**config.mk**
```make
export PLATFORM = sky130hd
export DESIGN_NAME = gf_mul_seq
export DESIGN_NICKNAME = d
export VERILOG_FILES = /design/src/rtl/gf_mul_seq.sv
export SDC_FILE = /design/constraint.sdc
export NUM_CORES = 1
export LEC_CHECK = 0
export CORE_MARGIN = 1
export CORE_UTILIZATION = 30
export CTS_BUF_LIST = sky130_fd_sc_hd__clkbuf_8 sky130_fd_sc_hd__clkbuf_16
export DETAILED_ROUTE_END_ITERATION = 8
export HOLD_SLACK_MARGIN = 0.1
export PLACE_DENSITY = 0.49
export SLEW_MARGIN = 20
export SYNTH_ARGS = -nofsm -noshare
export SYNTH_HDL_FRONTEND = slang
export SYNTH_SLANG_ARGS = --single-unit
export TNS_END_PERCENT = 100
```
**constraint.sdc**
```tcl
create_clock -name clk -period 2.75 [get_ports clk]
set_input_delay 0.55 -clock clk [delete_from_list [all_inputs] [get_ports clk]]
set_output_delay 0.55 -clock clk [all_outputs]
set_load 0.1 [all_outputs]
```
**src/rtl/gf_mul_seq.sv**
```systemverilog
// Sequential carry-less (GF(2)) polynomial multiplier, one multiplier bit per clock.
// Latency: start accepted at edge k, op_finish high in the cycle after edge k+DATA_WIDTH.
// Backpressure: none; start is ignored while busy, and op_enable low aborts and keeps product.
module gf_mul_seq #(
    parameter int DATA_WIDTH = 4
) (
    input  logic                            clk,
    input  logic                            rst,
    input  logic                            op_enable,
    input  logic                            start,
    input  logic [$clog2(DATA_WIDTH):0]     polyn_grade,
    input  logic [DATA_WIDTH-1:0]           a_in,
    input  logic [DATA_WIDTH-1:0]           b_in,
    output logic [2*DATA_WIDTH-1:0]         product,
    output logic                            busy,
    output logic                            op_finish
);

    // Counter width covers bit indices 0..DATA_WIDTH-1.
    // The grade width is one bit wider so that it can hold the value DATA_WIDTH.
    localparam int CW = (DATA_WIDTH > 1) ? $clog2(DATA_WIDTH) : 1;
    localparam int GW = $clog2(DATA_WIDTH) + 1;
    localparam int PW = 2 * DATA_WIDTH;

    typedef enum logic [1:0] {
        IDLE = 2'd0,
        MUL  = 2'd1,
        DONE = 2'd2
    } state_t;

    state_t                  state_q;
    state_t                  state_d;

    logic [DATA_WIDTH-1:0]   a_reg;
    logic [DATA_WIDTH-1:0]   b_reg;
    logic [GW-1:0]           grade_reg;
    logic [CW-1:0]           count;
    logic [PW-1:0]           acc;

    logic [DATA_WIDTH-1:0]   load_mask;
    logic [PW-1:0]           a_ext;
    logic [PW-1:0]           partial;
    logic [PW-1:0]           acc_next;
    logic                    bit_take;
    logic                    last_bit;
    logic                    load;
    logic                    step;
    logic                    finish_d;

    // Coefficients at or above the field degree are dropped when the operands are loaded.
    always_comb begin
        load_mask = '0;
        for (int i = 0; i < DATA_WIDTH; i++) begin
            load_mask[i] = (GW'(i) < polyn_grade);
        end
    end

    // One shift-and-XOR step: the partial product for the current multiplier bit.
    // The grade test is redundant with the load mask. It keeps bits above the
    // latched degree out of the product even if the mask logic is changed later.
    always_comb begin
        a_ext    = {{DATA_WIDTH{1'b0}}, a_reg};
        partial  = a_ext << count;
        bit_take = b_reg[count] && ({1'b0, count} < grade_reg);
        acc_next = bit_take ? (acc ^ partial) : acc;
        last_bit = (count == CW'(DATA_WIDTH - 1));
    end

    // Next-state and control strobes. When op_enable is low, the FSM aborts from any state.
    always_comb begin
        state_d  = state_q;
        load     = 1'b0;
        step     = 1'b0;
        finish_d = 1'b0;
        if (!op_enable) begin
            state_d = IDLE;
        end else begin
            case (state_q)
                IDLE: begin
                    if (start) begin
                        state_d = MUL;
                        load    = 1'b1;
                    end
                end
                MUL: begin
                    step = 1'b1;
                    if (last_bit) begin
                        state_d  = DONE;
                        finish_d = 1'b1;
                    end
                end
                DONE: begin
                    state_d = IDLE;
                end
                default: begin
                    state_d = IDLE;
                end
            endcase
        end
    end

    // State register.
    always_ff @(posedge clk or posedge rst) begin
        if (rst) begin
            state_q <= IDLE;
        end else begin
            state_q <= state_d;
        end
    end

    // Datapath: operand load, accumulate per bit, and publish the product on the last bit.
    always_ff @(posedge clk or posedge rst) begin
        if (rst) begin
            a_reg     <= '0;
            b_reg     <= '0;
            grade_reg <= '0;
            count     <= '0;
            acc       <= '0;
            product   <= '0;
            op_finish <= 1'b0;
        end else begin
            op_finish <= finish_d;
            if (!op_enable) begin
                count <= '0;
                acc   <= '0;
            end else if (load) begin
                a_reg     <= a_in & load_mask;
                b_reg     <= b_in & load_mask;
                grade_reg <= polyn_grade;
                count     <= '0;
                acc       <= '0;
            end else if (step) begin
                if (last_bit) begin
                    product <= acc_next;
                    acc     <= '0;
                    count   <= '0;
                end else begin
                    acc   <= acc_next;
                    count <= count + CW'(1);
                end
            end
        end
    end

    // busy is decoded from the state register only.
    assign busy = (state_q != IDLE);

endmodule

```
# Word level (Yosys, flattened, before mapping)
# Cells that the tools add are included.
word_totals:
  out_inout_bits: 10
  latch_bits: 0
  input_bits: 15
  ff_bits: 32
  n_memories: 0
  ramBits: 0
  word_cells: 54
  romBits: 0
classes:
  muxes: 23
  n_div: 0
  addsub: 1
  eq_ne: 5
  bitwise_logic: 4
  n_lt_le_gt_ge: 6
  n_reduce_logical: 6
  n_shift: 1
  mul: 0
op_table:
  columns: ["operator", "n"]
  rows:
  - ["8-bit 2-to-1 mux", 5]
  - ["2-bit 2-to-1 mux", 7]
  - ["1-bit 2-to-1 mux", 9]
  - ["4-bit bitwise AND", 2]
  - ["4-bit by 2-bit << shifter with 8-bit output", 1]
  - ["8-bit bitwise XOR", 1]
  - ["1-bit by 3-bit less-than comparator with 1-bit output (first input constant)", 2]
  - ["2-bit by 3-bit less-than comparator with 1-bit output (first input constant)", 2]
  - ["3-bit inequality test (second input constant)", 2]
  - ["2-bit one-hot mux with 2 select lines", 1]
  - ["2-bit AND reduction", 2]
  - ["4-bit AND reduction", 1]
  - ["2-bit by 3-bit less-than comparator with 1-bit output", 1]
  - ["2-bit by 3-bit less-than comparator with 1-bit output (second input constant)", 1]
  - ["3-bit by 1-bit inequality test with 1-bit output (second input constant)", 1]
  - ["2-bit by 1-bit adder with 2-bit output (second input constant)", 1]
  - ["1-bit binary-select mux with 2-bit select", 1]
  - ["2-bit by 1-bit equality test with 1-bit output (second input constant)", 1]
  - ["2-bit equality test (second input constant)", 1]
  - ["2-bit zero test", 1]
  - ["2-bit nonzero test", 1]
  - ["1-bit logical AND", 1]
  - ["1-bit inverter", 1]

# Logic depth before layout (Yosys ltp)
depth:
  word_depth: 8
  mapped_depth: 7
  mapped_depth_nobuf: 6

# Least setup slack after synthesis
# OpenSTA, ideal clock, no wires.
synth_timing:
  path_kind: "reg-to-reg"
  start: "reg count[1]"
  end: "reg acc[2]"
  period_less_slack_ps: 1709
  slack_ps: 1041
  path_stages_with_launch: 6
  t_required_ps: 2681
  t_arrival_ps: 1640
  path_buffers: 0
  setup_time_ps: 69
  cell_sequence: "dfrtp_1 -> ha_1 -> nor3b_1 -> o21ai_2 -> or4_1 -> nand3_1"
synth_between:
  elab_chain_len: 8
  elab_cells_between_ends: 12
  cone_classes: "order compare (1); eq/ne (1); shift (1); mux (7); bitwise (1); reduce/logical (1)"
synth_rtl:
  columns: ["element", "line", "text"]
  rows:
  - ["from (decl)", "37", "logic [CW-1:0] count;"]
  - ["from (signal assigned)", "139", "count <= count + CW'(1);"]
  - ["1-bit binary-select mux with 2-bit select", "64", "bit_take = b_reg[count] && ({1'b0, count} < grade_reg);"]
  - ["1-bit 2-to-1 mux (not written as such)", "64", null]
  - ["1-bit logical AND", "64", null]
  - ["8-bit 2-to-1 mux", "65", "acc_next = bit_take ? (acc ^ partial) : acc;"]
  - ["8-bit 2-to-1 mux *", "133", "if (last_bit) begin"]
  - ["8-bit 2-to-1 mux *", "132", "end else if (step) begin"]
  - ["8-bit 2-to-1 mux *", "126", "end else if (load) begin"]
  - ["8-bit 2-to-1 mux *", "123", "if (!op_enable) begin"]
  - ["to (signal assigned)", "138", "acc <= acc_next;"]
  - ["to (decl)", "38", "logic [PW-1:0] acc;"]
# Mark *: on every way between the ends. The rest lies on a longest branch, timed or not. The select of a mux whose other input is x is not followed.
# A chain may end at the register's enable or synchronous reset.

# Worst setup path after layout
layout_timing:
  start: "reg count[0]"
  end: "reg acc[4]"
# The elaborated chain is that of the path after synthesis.

==> metrics.md <==
| Metric | Value |
|---|---|
| Clock-pin slew on the worst setup and hold paths | 0.07 ns |
| LEAKAGE | 0.838 nW |
| Num CTS Buffers | 5 |
| Mapped Area | 1560 um^2 |
| Max Clock Freq | 498 MHz |
| Clock Path Buffers | 2 |
| Crit path largest cell delay | 0.55 ns |
| Syn nets | 175 |
| CP Cell Sequence | nor3b_1 > o21ai_2 > or4_1 > nand3_1 |
| Hold buffers post-CTS | 0 |
| HP Class | flop to flop |
| Avg Vias per Cell | 4.86 |
| ANT nets after route | 0 |
| Residual DRC | 0 |
| Slew Viols, Final | 0 |
| Total GRT Usage | 0.140 |
| Die Height | about 74 um |
| Via count | 1,229 |
| Final wirelength | 3260 um |
| Synth Flop Type | dfrtp_1 |
| CORE AREA | 4850 um^2 |
| Total power draw | 1.16 mW |
| Yosys top cell by area | dfrtp_1 |
| Initial antenna violation count | 0 |
| Register area | between 700 and 800 um^2 |
| Critical path class | flop to flop |
| YS warnings | 0 |
| DRT Pass-1 Iters | 4 |
| Post-cts gate resize count | 0 |
| Final core occ | 0.397 |
| Setup bufs post-CTS | 0 |
| Setup Total Neg Slack | 0 ns |
| # nets final | a little over 200 |
| Die ar. | 5480 um^2 |
| Sw Ratio | 0.320 |
| CTS tree | done |
| Hold Vio Cnt, Final | 0 |
| Worst slew margin | 0.560 |
| DIE WIDTH | between 70 and 80 um |
| Critical path capture point | acc[4] |
| Post-DP Area | 1830 um^2 |
| H-tree depth | 2 |
| Library cells used by synthesis | 42 |
| Number of global-route vias before repair | 1,144 |
| EDFF count, synth | 0 |
| Starting Density | 0.321 |
| Antenna fix cells | 0 |
| Switching pwr | ~0.37 mW |
| Filler Cell Count | 478 |
| FF-to-FF Start | count[0] |
| Cell count after synthesis | 158 |
| First-pass GRT wire length | 5640 um |
| Flop pwr share | 0.454 |
| Fin crit period | 2.01 ns |
| CP required | 2.97 ns |
| Internal | 0.790 mW |
| Worst IR drop on VDD | 0.203 mV |
| Worst EP arrival | 2.23 ns |
| Routed WL per cell | ~13 um |
| Min-Delay Startpoint | product[6] |
| RSZ-0062 raised after global routing | false |
| I/O Buffers | 23 |
| Synth area leaders | dfrtp_1, o21ai_0, nand2_1 |
| Initial DRC count | 46 |
| Gate power share | 0.235 |
| Final setup viols | 0 |
| CP endpoint kind | flop |
| Site row count | 25 |
| I/O pins | 25 |
| Root Buffer | clkbuf_8 |
| Synthesized area per cell | 9.85 um^2 |
| Tcrit/Tclk final | 0.730 |
| Clk pwr share | 0.312 |
| Worst Clk Skew | between 0.005 and 0.006 ns |
| Slowest-stage cell, CP | dfrtp_1 |
| Grt ovf | 0 |
| Worst-Skew Late Latency | roughly 0.28 ns |
| Synth Register Bits | 30 |
| Post-synth top area share | 0.482 |
| Post-synthesis async set-or-reset flop share | 1.00 |
| Path depth of the worst reg2reg path | 4 |
| Detail Placement HPWL | about 2400 um |
| Power per cell area | about 600 nW/um^2 |
| Finished Cell Area | slightly below 2000 um^2 |
| Max-Cap Viols | 0 |
| Area grow syn2layout | 23.6% |
| Final RePlAce weighted congestion | 0.726 |
| Worst Setup Start Kind | flop |
| Flop2flop setup slack | 0.74 ns |
| Slew @ Worst Pin | 0.658 ns |
| Status | completed |
| CTS Sinks | 30 |
| Share of layout cells above drive strength 1 | 0.151 |
| Crit-path max FO | 17 |
| Timing startpoint of the critical path | count[0] |
| WHS | between 0.4 and 0.5 ns |
| Sequential element share of the synthesized area | 0.482 |
| Multi-input gate area | 726 um^2 |
| Worst R2R End | acc[4] |
| Biggest regs | acc (7), product (7) |
| Pin count of the biggest net entering global routing | 31 |
[final cells by class]
cell class,count,area share
Multi-Input combinational cell,112,0.377
Tap cell,67,0.0436
Clock inverter,2,0.00455
Timing Repair Buffer,27,0.124
Clock buffer,6,0.0429
Sequential cell,30,0.390
Inverter,9,0.0176
[stage by stage]
step                worst slack (ns)  cells
floorplan                       1.04    158
global placement               0.567    245
detailed placement             0.477    245
CTS                            0.740    253
global route                   0.583    253
finish                         0.743    253
[logic make-up (layout without fill, tap and decap cells)]
| group | after synthesis | after routing | synth area share |
|---|---|---|---|
| flops | 30 | 30 | 0.482 |
| other cells | 1 | 1 | 0.00241 |
| fa+ha+maj | 2 | 2 | 0.0161 |
| mux | 10 | 10 | 0.0764 |
| buf+inv | 16 | 44 | 0.0514 |
| xor+xnor | 2 | 2 | 0.0113 |
| compound gates | 44 | 44 | 0.182 |
| simple gates | 53 | 53 | 0.178 |
[critical path: cells and delay by family (launching register included)]
kind / cells / cell delay, ns
flops: 1 / 0.55
compound gates: 1 / 0.28
simple gates: 3 / 1.11
[cells in the mapped netlist, drive strengths merged (3+ instances only)]
cell    n
inv     8
a31oi   6
a21oi   5
nand2  18
and2    3
nand4   3
dfrtp  30
nand3   3
or3     4
mux2i   4
buf     5
o21ai  16
nor2    8
a22o    4
mux2    5
[placed cells by master, fill, tap and decap left out, types with 2 or more instances in the layout]
| cell type | count |
|---|---|
| xnor2_1 | 2 |
| o211ai_1 | 2 |
| ha_1 | 2 |
| nand3_1 | 3 |
| nor3_1 | 2 |
| and2_1 | 3 |
| clkdlybuf4s50_1 | 14 |
| nor4b_1 | 2 |
| nor2b_1 | 2 |
| mux2_2 | 5 |
| a21oi_1 | 5 |
| o21bai_1 | 2 |
| o21ai_0 | 15 |
| or4_1 | 2 |
| nand2_1 | 18 |
| nand4_1 | 3 |
| clkbuf_8 | 6 |
| o22ai_1 | 2 |
| nor4bb_1 | 2 |
| dfrtp_1 | 30 |
| mux2i_1 | 4 |
| inv_1 | 9 |
| or3_1 | 4 |
| nor3b_1 | 2 |
| nor2_1 | 8 |
| a22o_1 | 4 |
| a31oi_1 | 6 |
| buf_4 | 13 |
[layer usage]
layer / track usage / share of wire
met3: 0.0461 / 0.045
met4: 0.0577 / 0.016
met1: 0.178 / 0.49
met2: 0.217 / 0.45
met5: 0 / 0
[worst min-delay path by stage]
stage	end	cells after the start
2_1_floorplan	b_reg[1]	2
3_3_place_gp	product[0]	2
3_5_place_dp	product[6]	2
4_1_cts	product[6]	2
5_1_grt	product[6]	2
6_report	product[6]	2
[power by group through the flow]
stage	clock network, mW	registers (mW)	logic [mW]
finish	0.362	0.527	0.273
global route	0.400	0.536	0.302
CTS	0.372	0.528	0.275
detailed placement	0	0.536	0.274
global placement	0	0.533	0.270
floorplan	0	0.558	0.179
Note: power is estimated with default switching activity, not from simulation.
